$ cat src/rtl/sc_alu_multicycle_pkg.sv
// Shared opcodes, FSM state type and flag bit positions for the multicycle ALU.
package sc_alu_pkg;

    localparam logic [3:0] ALU_ADD     = 4'd0;
    localparam logic [3:0] ALU_SUB     = 4'd1;
    localparam logic [3:0] ALU_AND     = 4'd2;
    localparam logic [3:0] ALU_OR      = 4'd3;
    localparam logic [3:0] ALU_XOR     = 4'd4;
    localparam logic [3:0] ALU_NOTA    = 4'd5;
    localparam logic [3:0] ALU_PASSA   = 4'd6;
    localparam logic [3:0] ALU_PASSB   = 4'd7;
    localparam logic [3:0] ALU_SLL     = 4'd8;
    localparam logic [3:0] ALU_SRL     = 4'd9;
    localparam logic [3:0] ALU_SRA     = 4'd10;
    localparam logic [3:0] ALU_RSVD_LO = 4'd11;
    localparam logic [3:0] ALU_RSVD_HI = 4'd15;

    typedef enum logic [1:0] {
        ST_IDLE  = 2'd0,
        ST_EXEC  = 2'd1,
        ST_SHIFT = 2'd2,
        ST_DONE  = 2'd3
    } state_t;

    localparam int unsigned FLAG_N = 3;
    localparam int unsigned FLAG_Z = 2;
    localparam int unsigned FLAG_C = 1;
    localparam int unsigned FLAG_V = 0;

    function automatic logic is_shift_op(input logic [3:0] op);
        return (op == ALU_SLL) || (op == ALU_SRL) || (op == ALU_SRA);
    endfunction

endpackage

$ cat src/rtl/sc_alu_multicycle_comb.sv
// Single-cycle ALU datapath: result and {N,Z,C,V} from the latched operands.
module sc_alu_comb
    import sc_alu_pkg::*;
#(
    parameter int DATAWIDTH_BUS = 32
) (
    input  logic [3:0]               op_i,
    input  logic [DATAWIDTH_BUS-1:0] a_i,
    input  logic [DATAWIDTH_BUS-1:0] b_i,
    output logic [DATAWIDTH_BUS-1:0] result_o,
    output logic [3:0]               flags_o
);

    localparam int W = DATAWIDTH_BUS;

    logic [W:0] sum;
    logic [W:0] diff;
    logic       carry;
    logic       ovf;

    always_comb begin
        sum      = {1'b0, a_i} + {1'b0, b_i};
        diff     = {1'b0, a_i} - {1'b0, b_i};
        result_o = '0;
        carry    = 1'b0;
        ovf      = 1'b0;
        case (op_i)
            ALU_ADD: begin
                result_o = sum[W-1:0];
                carry    = sum[W];
                ovf      = (a_i[W-1] == b_i[W-1]) && (sum[W-1] != a_i[W-1]);
            end
            ALU_SUB: begin
                // Bit W of the widened difference is the unsigned borrow.
                result_o = diff[W-1:0];
                carry    = diff[W];
                ovf      = (a_i[W-1] != b_i[W-1]) && (diff[W-1] != a_i[W-1]);
            end
            ALU_AND:   result_o = a_i & b_i;
            ALU_OR:    result_o = a_i | b_i;
            ALU_XOR:   result_o = a_i ^ b_i;
            ALU_NOTA:  result_o = ~a_i;
            ALU_PASSA: result_o = a_i;
            ALU_PASSB: result_o = b_i;
            default:   result_o = '0;
        endcase
        flags_o         = '0;
        flags_o[FLAG_N] = result_o[W-1];
        flags_o[FLAG_Z] = (result_o == '0);
        flags_o[FLAG_C] = carry;
        flags_o[FLAG_V] = ovf;
    end

endmodule

$ cat src/rtl/sc_alu_multicycle.sv
// Multicycle ALU execution stage: single-cycle ops via sc_alu_comb, shifts one bit per falling edge.
module sc_alu_multicycle
    import sc_alu_pkg::*;
#(
    parameter int DATAWIDTH_BUS           = 32,
    parameter int DATAWIDTH_ALU_SELECTION = 4,
    parameter int DATAWIDTH_SHAMT         = 5
) (
    input  logic                               SC_ALUMC_CLOCK_50,
    input  logic                               SC_ALUMC_Reset_InLow,
    input  logic                               SC_ALUMC_Start_InHigh,
    input  logic [DATAWIDTH_ALU_SELECTION-1:0] SC_ALUMC_Op_In,
    input  logic [DATAWIDTH_BUS-1:0]           SC_ALUMC_DataBUS_A_In,
    input  logic [DATAWIDTH_BUS-1:0]           SC_ALUMC_DataBUS_B_In,
    output logic [DATAWIDTH_BUS-1:0]           SC_ALUMC_Result_Out,
    output logic                               SC_ALUMC_Write_OutHigh,
    output logic                               SC_ALUMC_Done_OutHigh,
    output logic                               SC_ALUMC_Busy_OutHigh,
    output logic [3:0]                         SC_ALUMC_Flags_Out
);

    localparam int W = DATAWIDTH_BUS;

    state_t                               state_q, state_d;
    logic [DATAWIDTH_ALU_SELECTION-1:0]   op_q, op_d;
    logic [W-1:0]                         a_q, a_d;
    logic [W-1:0]                         b_q, b_d;
    logic [W-1:0]                         work_q, work_d;
    logic [DATAWIDTH_SHAMT-1:0]           cnt_q, cnt_d;
    logic                                 cout_q, cout_d;
    logic [W-1:0]                         result_q, result_d;
    logic [3:0]                           flags_q, flags_d;

    logic [W-1:0]                         alu_result;
    logic [3:0]                           alu_flags;

    sc_alu_comb #(
        .DATAWIDTH_BUS(DATAWIDTH_BUS)
    ) u_comb (
        .op_i    (op_q),
        .a_i     (a_q),
        .b_i     (b_q),
        .result_o(alu_result),
        .flags_o (alu_flags)
    );

    always_ff @(negedge SC_ALUMC_CLOCK_50 or negedge SC_ALUMC_Reset_InLow) begin
        if (!SC_ALUMC_Reset_InLow) begin
            state_q  <= ST_IDLE;
            op_q     <= '0;
            a_q      <= '0;
            b_q      <= '0;
            work_q   <= '0;
            cnt_q    <= '0;
            cout_q   <= 1'b0;
            result_q <= '0;
            flags_q  <= '0;
        end else begin
            state_q  <= state_d;
            op_q     <= op_d;
            a_q      <= a_d;
            b_q      <= b_d;
            work_q   <= work_d;
            cnt_q    <= cnt_d;
            cout_q   <= cout_d;
            result_q <= result_d;
            flags_q  <= flags_d;
        end
    end

    always_comb begin
        state_d  = state_q;
        op_d     = op_q;
        a_d      = a_q;
        b_d      = b_q;
        work_d   = work_q;
        cnt_d    = cnt_q;
        cout_d   = cout_q;
        result_d = result_q;
        flags_d  = flags_q;
        case (state_q)
            ST_IDLE: begin
                if (SC_ALUMC_Start_InHigh) begin
                    op_d   = SC_ALUMC_Op_In;
                    a_d    = SC_ALUMC_DataBUS_A_In;
                    b_d    = SC_ALUMC_DataBUS_B_In;
                    work_d = SC_ALUMC_DataBUS_A_In;
                    cnt_d  = SC_ALUMC_DataBUS_B_In[DATAWIDTH_SHAMT-1:0];
                    cout_d = 1'b0;
                    state_d = is_shift_op(SC_ALUMC_Op_In) ? ST_SHIFT : ST_EXEC;
                end
            end
            ST_EXEC: begin
                result_d = alu_result;
                flags_d  = alu_flags;
                state_d  = ST_DONE;
            end
            ST_SHIFT: begin
                if (cnt_q != '0) begin
                    cnt_d = cnt_q - DATAWIDTH_SHAMT'(1);
                    case (op_q)
                        ALU_SLL: begin
                            cout_d = work_q[W-1];
                            work_d = {work_q[W-2:0], 1'b0};
                        end
                        ALU_SRL: begin
                            cout_d = work_q[0];
                            work_d = {1'b0, work_q[W-1:1]};
                        end
                        default: begin
                            cout_d = work_q[0];
                            work_d = {work_q[W-1], work_q[W-1:1]};
                        end
                    endcase
                end else begin
                    result_d         = work_q;
                    flags_d          = '0;
                    flags_d[FLAG_N]  = work_q[W-1];
                    flags_d[FLAG_Z]  = (work_q == '0);
                    flags_d[FLAG_C]  = cout_q;
                    state_d          = ST_DONE;
                end
            end
            ST_DONE: state_d = ST_IDLE;
            default: state_d = ST_IDLE;
        endcase
    end

    assign SC_ALUMC_Result_Out    = result_q;
    assign SC_ALUMC_Flags_Out     = flags_q;
    assign SC_ALUMC_Busy_OutHigh  = (state_q != ST_IDLE);
    assign SC_ALUMC_Done_OutHigh  = (state_q == ST_DONE);
    assign SC_ALUMC_Write_OutHigh = (state_q == ST_DONE);

endmodule

$ cat config.mk
export PLATFORM = sky130hd
export DESIGN_NAME = sc_alu_multicycle
export DESIGN_NICKNAME = d
export VERILOG_FILES = /design/src/rtl/sc_alu_multicycle_pkg.sv /design/src/rtl/sc_alu_multicycle_comb.sv /design/src/rtl/sc_alu_multicycle.sv
export SDC_FILE = /design/constraint.sdc
export NUM_CORES = 1
export LEC_CHECK = 0
export ABC_AREA = 1
export BUFFER_PORTS_ARGS = -buffer_cell sky130_fd_sc_hd__buf_2
export CAP_MARGIN = 10
export CORE_MARGIN = 2
export CORE_UTILIZATION = 54
export CTS_BUF_LIST = sky130_fd_sc_hd__clkbuf_8 sky130_fd_sc_hd__clkbuf_16
export CTS_CLUSTER_SIZE = 8
export DETAILED_ROUTE_END_ITERATION = 8
export GPL_TIMING_DRIVEN = 0
export PLACE_DENSITY_LB_ADDON = 0.1
export SLEW_MARGIN = 20
export SYNTH_ARGS = -nofsm -noshare
export SYNTH_HDL_FRONTEND = slang
export SYNTH_HIERARCHICAL = 1
export SYNTH_SLANG_ARGS = --single-unit
$ cat constraint.sdc
create_clock -name SC_ALUMC_CLOCK_50 -period 2.45 [get_ports SC_ALUMC_CLOCK_50]
set_input_delay 0.1225 -clock SC_ALUMC_CLOCK_50 [delete_from_list [all_inputs] [get_ports SC_ALUMC_CLOCK_50]]
set_output_delay 0.1225 -clock SC_ALUMC_CLOCK_50 [all_outputs]
set_load 0.01 [all_outputs]
==> out/qor.yml, run 1 <==
synthesis:
  synth_cells: 2485
  synth.avg_cell_area_um2: 5.88
  synth-seq-cells: 144
  synth_cell_types: 43
  syn_nets: 2668
  synth_area_leaders: "nand2_1, dfrtn_1, ha_1, inv_1, nand3_1"
  synth_top_area_share_pct: 28.6
  seq_area_frac_synth_pct: 24.7
  synth_warnings: 6
  yosysTopAreaCell: "nand2_1"
  syn_area_um2: 14600
sta:
  hold_viol: 0
  fmaxAchievable_mhz: 337
  rsz0062_at_grt: "true"
  fin_crit_ps: 2960
  maxSlewViolCount: 0
  setup_viol: 30
  relSlewSlack_pct: 59.5
  fin_crit_sh_pct: 121
  skew_ps: 12.4
  worst_slew_pin_slew_ps: 606
  setup_ws_ps: -515
worst_setup_path:
  r2r_start: "b_q[0]"
  critPathLaunchType: "flip-flop"
  crit_required_ps: 4100
  path_max_fanout: 5
  critPathLaunch: "b_q[0]"
  arrival_ps: 4610
  critPathKind: "reg2reg"
  cp-end-kind: "flip-flop"
clock_network:
  clk_latency_ps: 410
  clockBufferDepth: 2
  cts_tree: "built"
  cts_max_level: 4
  cts.sinks: 144
  root_buffer: "clkbuf_16"
  cts_buffers: 17
  path_clk_slew_ps: 50
  postCtsHoldBufs: 0
run:
  maxCapViolCount: 0
placed_design:
  dpl_cell_area_um2: 15600
  hpwlAfterDp_um: 43700
  place.gp.congestion: 1.06
  post-place-ws_ps: -990
  io_buffers: 109
  dp.cells: 2936
cells_and_area:
  nets: 2941
  antennaDiodeCount: 0
  syn_to_final_growth_pct: 34.2
  design_area_um2: 19600
  drive_above_1_share_pct: 32.2
  final_common_cell: "nand2_1"
  stdcell_count: 3112
  fillers: 2282
  most-common-layout-cells: "nand2_1, inv_1, nand2_2"
global_routing:
  grt_pass1_wl_um: 90400
  grt_overflow: 0
  grt_max_degree: 76
  grt_pass1_vias: 16300
  antenna_found_initial: 0
  grt_usage_pct: 41.6
routing:
  vias_per_cell: 5.72
  finalWirelength_um: 61900
  ant_nets: 0
  drt-initial-drc-count: 2234
  vias: 17800
  first_pass_iters: 6
  drc: 0
  routedWlPerCell_um: 19.9
min_path:
  hp-class: "reg2reg"
  hp-start: "SC_ALUMC_Flags_Out[0]"
floorplanning:
  core-area_um2: 26700
  dieArea_um2: 28400
  chipHeight_um: 169
  start_util_pct: 54.7
  ios: 110
  die_w_um: 169
  num_rows: 60
run_status:
  run_status: "finished, violations left"
  failed_checks: "setup timing"
-- sequential cells by signal, indices dropped and copies added (netlist names) --
name	count
SC_ALUMC_Result_Out	32
a_q	32
state_q	2
work_q	32
cnt_q	5
op_q	4
b_q	32
cout_q	1
SC_ALUMC_Flags_Out	4
-- path summary, 6_finish.rpt --
kind                                          to  slack [ps]  cells past startpoint
max in group asynchronous                a_q[27]         830                      2
setup reg to reg           SC_ALUMC_Flags_Out[2]        -510                     22
setup / recovery           SC_ALUMC_Flags_Out[2]        -510                     22
min in group asynchronous               cnt_q[3]         790                      1
hold / removal             SC_ALUMC_Flags_Out[0]         420                      2
hold reg to reg            SC_ALUMC_Flags_Out[0]         420                      2
-- what timing repair did --
item	4_1_cts	5_1_grt
setup endpoints to repair	34	34
pin swaps	77	126
gates cloned	2	0
gates resized for setup	331	338
setup buffers	87	61
-- layer usage --
metal | GRT usage, % | vias to the layer above | share of wire [%]
met5 | 0 | - | 0
met4 | 17.0 | 0 | 5.1
met3 | 9.94 | 228 | 11
met2 | 66.0 | 1087 | 44
met1 | 54.8 | 8268 | 40
li1 | - | 8214 | -
-- stage by stage --
stage	hold slack (ps)	setup TNS (ps)	utilization (%)
after CTS	420	-4300	67.2
final	417	-6180	73.4
after global placement	417	-301230	58.3
after floorplan	412	0	-
after detailed placement	419	-27180	58.5
after global routing	437	-9350	73.4
-- cell families after synthesis --
logic type                 synth area share [%]
xor gates and xnor gates                 0.0599
adders and majority gates                  9.69
buffers and inverters                      13.8
DFF                                        24.7
AOI/OAI and AO/OA                          8.30
and+or+nand+nor                            43.5
-- worst max-delay path, stage by stage, from the launching register on --
cell	delay, ps
dfrtn_1	520
ha_2	230
inv_2	50
fa_2	340
nand2_2	100
nand2_4	80
nand3_4	90
nand2_4	100
nand2_4	80
nand2_4	80
nand2_2	80
nand2_2	80
nor2_2	120
nor2_2	50
nor2_4	180
nand2_1	90
nor2_2	140
nand3_1	90
nor2_1	110
inv_1	50
nor2_1	100
nor2_1	50
a21oi_1	150
-- cells in the mapped netlist (all sizes together) --
| cell type | n |
|---|---|
| o21ai | 82 |
| a31oi | 1 |
| a21oi | 56 |
| nand3 | 156 |
| inv | 359 |
| o211ai | 11 |
| buf | 85 |
| nand4 | 25 |
| nor2 | 210 |
| o221ai | 1 |
| and2 | 3 |
| nor3 | 33 |
| nand2 | 1127 |
| xor2 | 1 |
| o21bai | 4 |
| ha | 110 |
| a21boi | 1 |
| a21o | 1 |
| o22ai | 57 |
| clkinv | 1 |
| fa | 2 |
| or2 | 4 |
| dfrtn | 144 |
| nand3b | 1 |
| nor4 | 2 |
| clkbuf | 8 |
-- cell type report --
class | instances | area [µm²] | share of cell area [%]
clock buffers | 18 | 439 | 2.24
inverters | 360 | 1410 | 7.19
flip-flops and latches | 144 | 3600 | 18.4
clock inverters | 14 | 146 | 0.746
plain buffers | 89 | 731 | 3.72
well taps | 341 | 427 | 2.17
multi-input cells | 1888 | 11100 | 56.4
repair buffers | 258 | 1800 | 9.18
Power of run 1 is not shown: default switching activity piles up to over one toggle a cycle in this logic, so the estimate is an artifact.
==> run 2: changes to the inputs <==
--- a/config.mk
+++ b/config.mk
@@ -15,6 +15,7 @@
 export DETAILED_ROUTE_END_ITERATION = 8
 export GPL_TIMING_DRIVEN = 0
 export PLACE_DENSITY_LB_ADDON = 0.1
+export SETUP_SLACK_MARGIN = 0.5
 export SLEW_MARGIN = 20
 export SYNTH_ARGS = -nofsm -noshare
 export SYNTH_HDL_FRONTEND = slang
==> out/qor.yml, run 2 (same netlist as run 1, synthesis figures left out) <==
floorplanning:
  chipHeight_um: 169  # unchanged
  num_rows: 60  # unchanged
  start_util_pct: 54.7  # unchanged
  ios: 110  # unchanged
  die_w_um: 169  # unchanged
  core-area_um2: 26700  # unchanged
  dieArea_um2: 28400  # unchanged
worst_setup_path:
  critical-path-max-stage-delay_ps: 510  # about the same
  critPathLaunchType: "flip-flop"
  path_cells: "inv_2 -> ha_4 -> buf_8 -> nand2_1 -> nand2_2 -> nand2_1 -> nand2_1 -> inv_1 -> nand2_4 -> nand3_2 -> nand3_2 -> nand2_1 -> nand3_1 -> nand2_2 -> nor2_4 -> nand2_1 -> nor2_2 -> nand3_1 -> nor2_1 -> inv_1 -> nor2_1 -> nor2_1 -> a21oi_2"
  cpMostUsedCell: "nand2_1"
  cp_slowest_cell: "dfrtn_1"
  path_max_fanout: 8  # +3
  arrival_ps: 4750  # +140 ps
  cp-end-kind: "flip-flop"
  crit_required_ps: 4110  # about the same
  critPathKind: "reg2reg"
cells_and_area:
  nets: 2996  # +1.9%
  final_util_pct: 77.0  # +3.6 points
  most-common-layout-cells: "nand2_1, inv_1, buf_4"
  syn_to_final_growth_pct: 40.8
  drive_above_1_share_pct: 35.4  # +3.3 points
  fillers: 2016  # -12%
  antennaDiodeCount: 0  # unchanged
  final_common_cell: "nand2_1"
sta:
  setup_tns_ps: -6570  # -392 ps
  maxSlewViolCount: 0  # unchanged
  setup_viol: 31  # +3.3%
  fin_crit_ps: 3090  # +130 ps
  fmaxAchievable_mhz: 323  # -4.2%
  fin_crit_sh_pct: 126  # +5.3 points
  worst_slew_pin_slew_ps: 531  # -74.3 ps
  hold-worst-slack_ps: 419  # +2.19 ps
  setup_ws_ps: -645  # -130 ps
  skew_ps: 18.9  # +6.48 ps
  hold_viol: 0  # unchanged
  rsz0062_at_grt: "true"
  relSlewSlack_pct: 64.6  # +5.1 points
routing:
  drc: 0  # unchanged
  ant_nets: 0  # unchanged
  routedWlPerCell_um: 20.6  # +3.5%
  vias_per_cell: 5.86  # +2.5%
  first_pass_iters: 6  # unchanged
  finalWirelength_um: 65200  # +5.4%
  vias: 18600  # +4.3%
  drt-initial-drc-count: 2335  # +4.5%
placed_design:
  place.gp.congestion: 1.04  # -1.9%
  hpwlAfterDp_um: 44500  # +1.9%
  io_buffers: 109  # unchanged
clock_network:
  clk_latency_ps: 420  # about the same
  root_buffer: "clkbuf_16"
  cts_buffers: 17  # unchanged
  postCtsHoldBufs: 0  # unchanged
  clockBufferDepth: 2  # unchanged
  cts_tree: "built"
  cts.sinks: 144  # unchanged
  path_clk_slew_ps: 50  # about the same
  cts_max_level: 4  # unchanged
global_routing:
  grt_max_degree: 100  # +32%
  grt_pass1_wl_um: 93500  # +3.4%
  grt_usage_pct: 42.9  # +1.3 points
  grt_overflow: 0  # unchanged
  antenna_found_initial: 0  # unchanged
  grt_pass1_vias: 17100  # +5.0%
run:
  maxCapViolCount: 0  # unchanged
min_path:
  hp-class: "reg2reg"
run_status:
  failed_checks: "setup timing"
  run_status: "finished, violations left"
run 2: cell count changes in the layout (fill, tap and decap cells not counted), sizes merged:
cell      delta
buf         +53
clkinvlp     -3
clkbuf       +2
clkinv       +2
inv          +1
run 2: routing by layer:
metal	part of all wire [%]	global-route usage, %
met5	0	0
met3	12	9.52
met1	38	55.4
met2	45	68.8
met4	5.8	20.1
run 2: stage by stage:
step / cells / instance area, µm² / setup WS [ps]
finish: 3167 / 20600 / -645
global route: 3167 / 20600 / -727
CTS: 3086 / 19000 / -479
detailed placement: 2936 / 16200 / -996
global placement: 2935 / 16100 / -1850
floorplan: 2485 / 15200 / 63.0
run 2: timing repair:
action / in CTS / in global routing
setup buffers: 116 / 77
cloned: 2 / 4
endpoints found under the setup margin: 75 / 111
resized for setup: 367 / 279
pin swaps: 109 / 121
run 2: worst paths after layout:
path                                               from  slack, ps                       to  cells past startpoint
worst min register to register  SC_ALUMC_Result_Out[19]        420  SC_ALUMC_Result_Out[19]                      2
worst max register to register                   a_q[5]       -640    SC_ALUMC_Flags_Out[2]                     23
max in group asynchronous          SC_ALUMC_Reset_InLow        900                  b_q[28]                      2
worst max-delay path                             a_q[5]       -640    SC_ALUMC_Flags_Out[2]                     23
worst min-delay path            SC_ALUMC_Result_Out[19]        420  SC_ALUMC_Result_Out[19]                      2
min in group asynchronous          SC_ALUMC_Reset_InLow        700                work_q[4]                      1
run 2: worst max-delay path: cells and delay by family (launching register included):
family / cells / cell delay [ps]
flip-flops: 1 / 510
AND/OR/NAND/NOR: 17 / 1810
adder cells (fa/ha/maj): 1 / 270
buffers and inverters: 4 / 370
AO/OA/AOI/OAI: 1 / 140
run 2: cell type report:
type	count	area (µm²)	share of cell area, %
buffer	93	897	4.36
clock buffer	18	439	2.13
clock inverter	14	148	0.717
inverter	360	1430	6.94
multi-input combinational	1888	11300	55.1
sequential	144	3600	17.5
tap	341	427	2.07
timing repair buffer	309	2300	11.2
Power of run 2 is left out for the same reason.
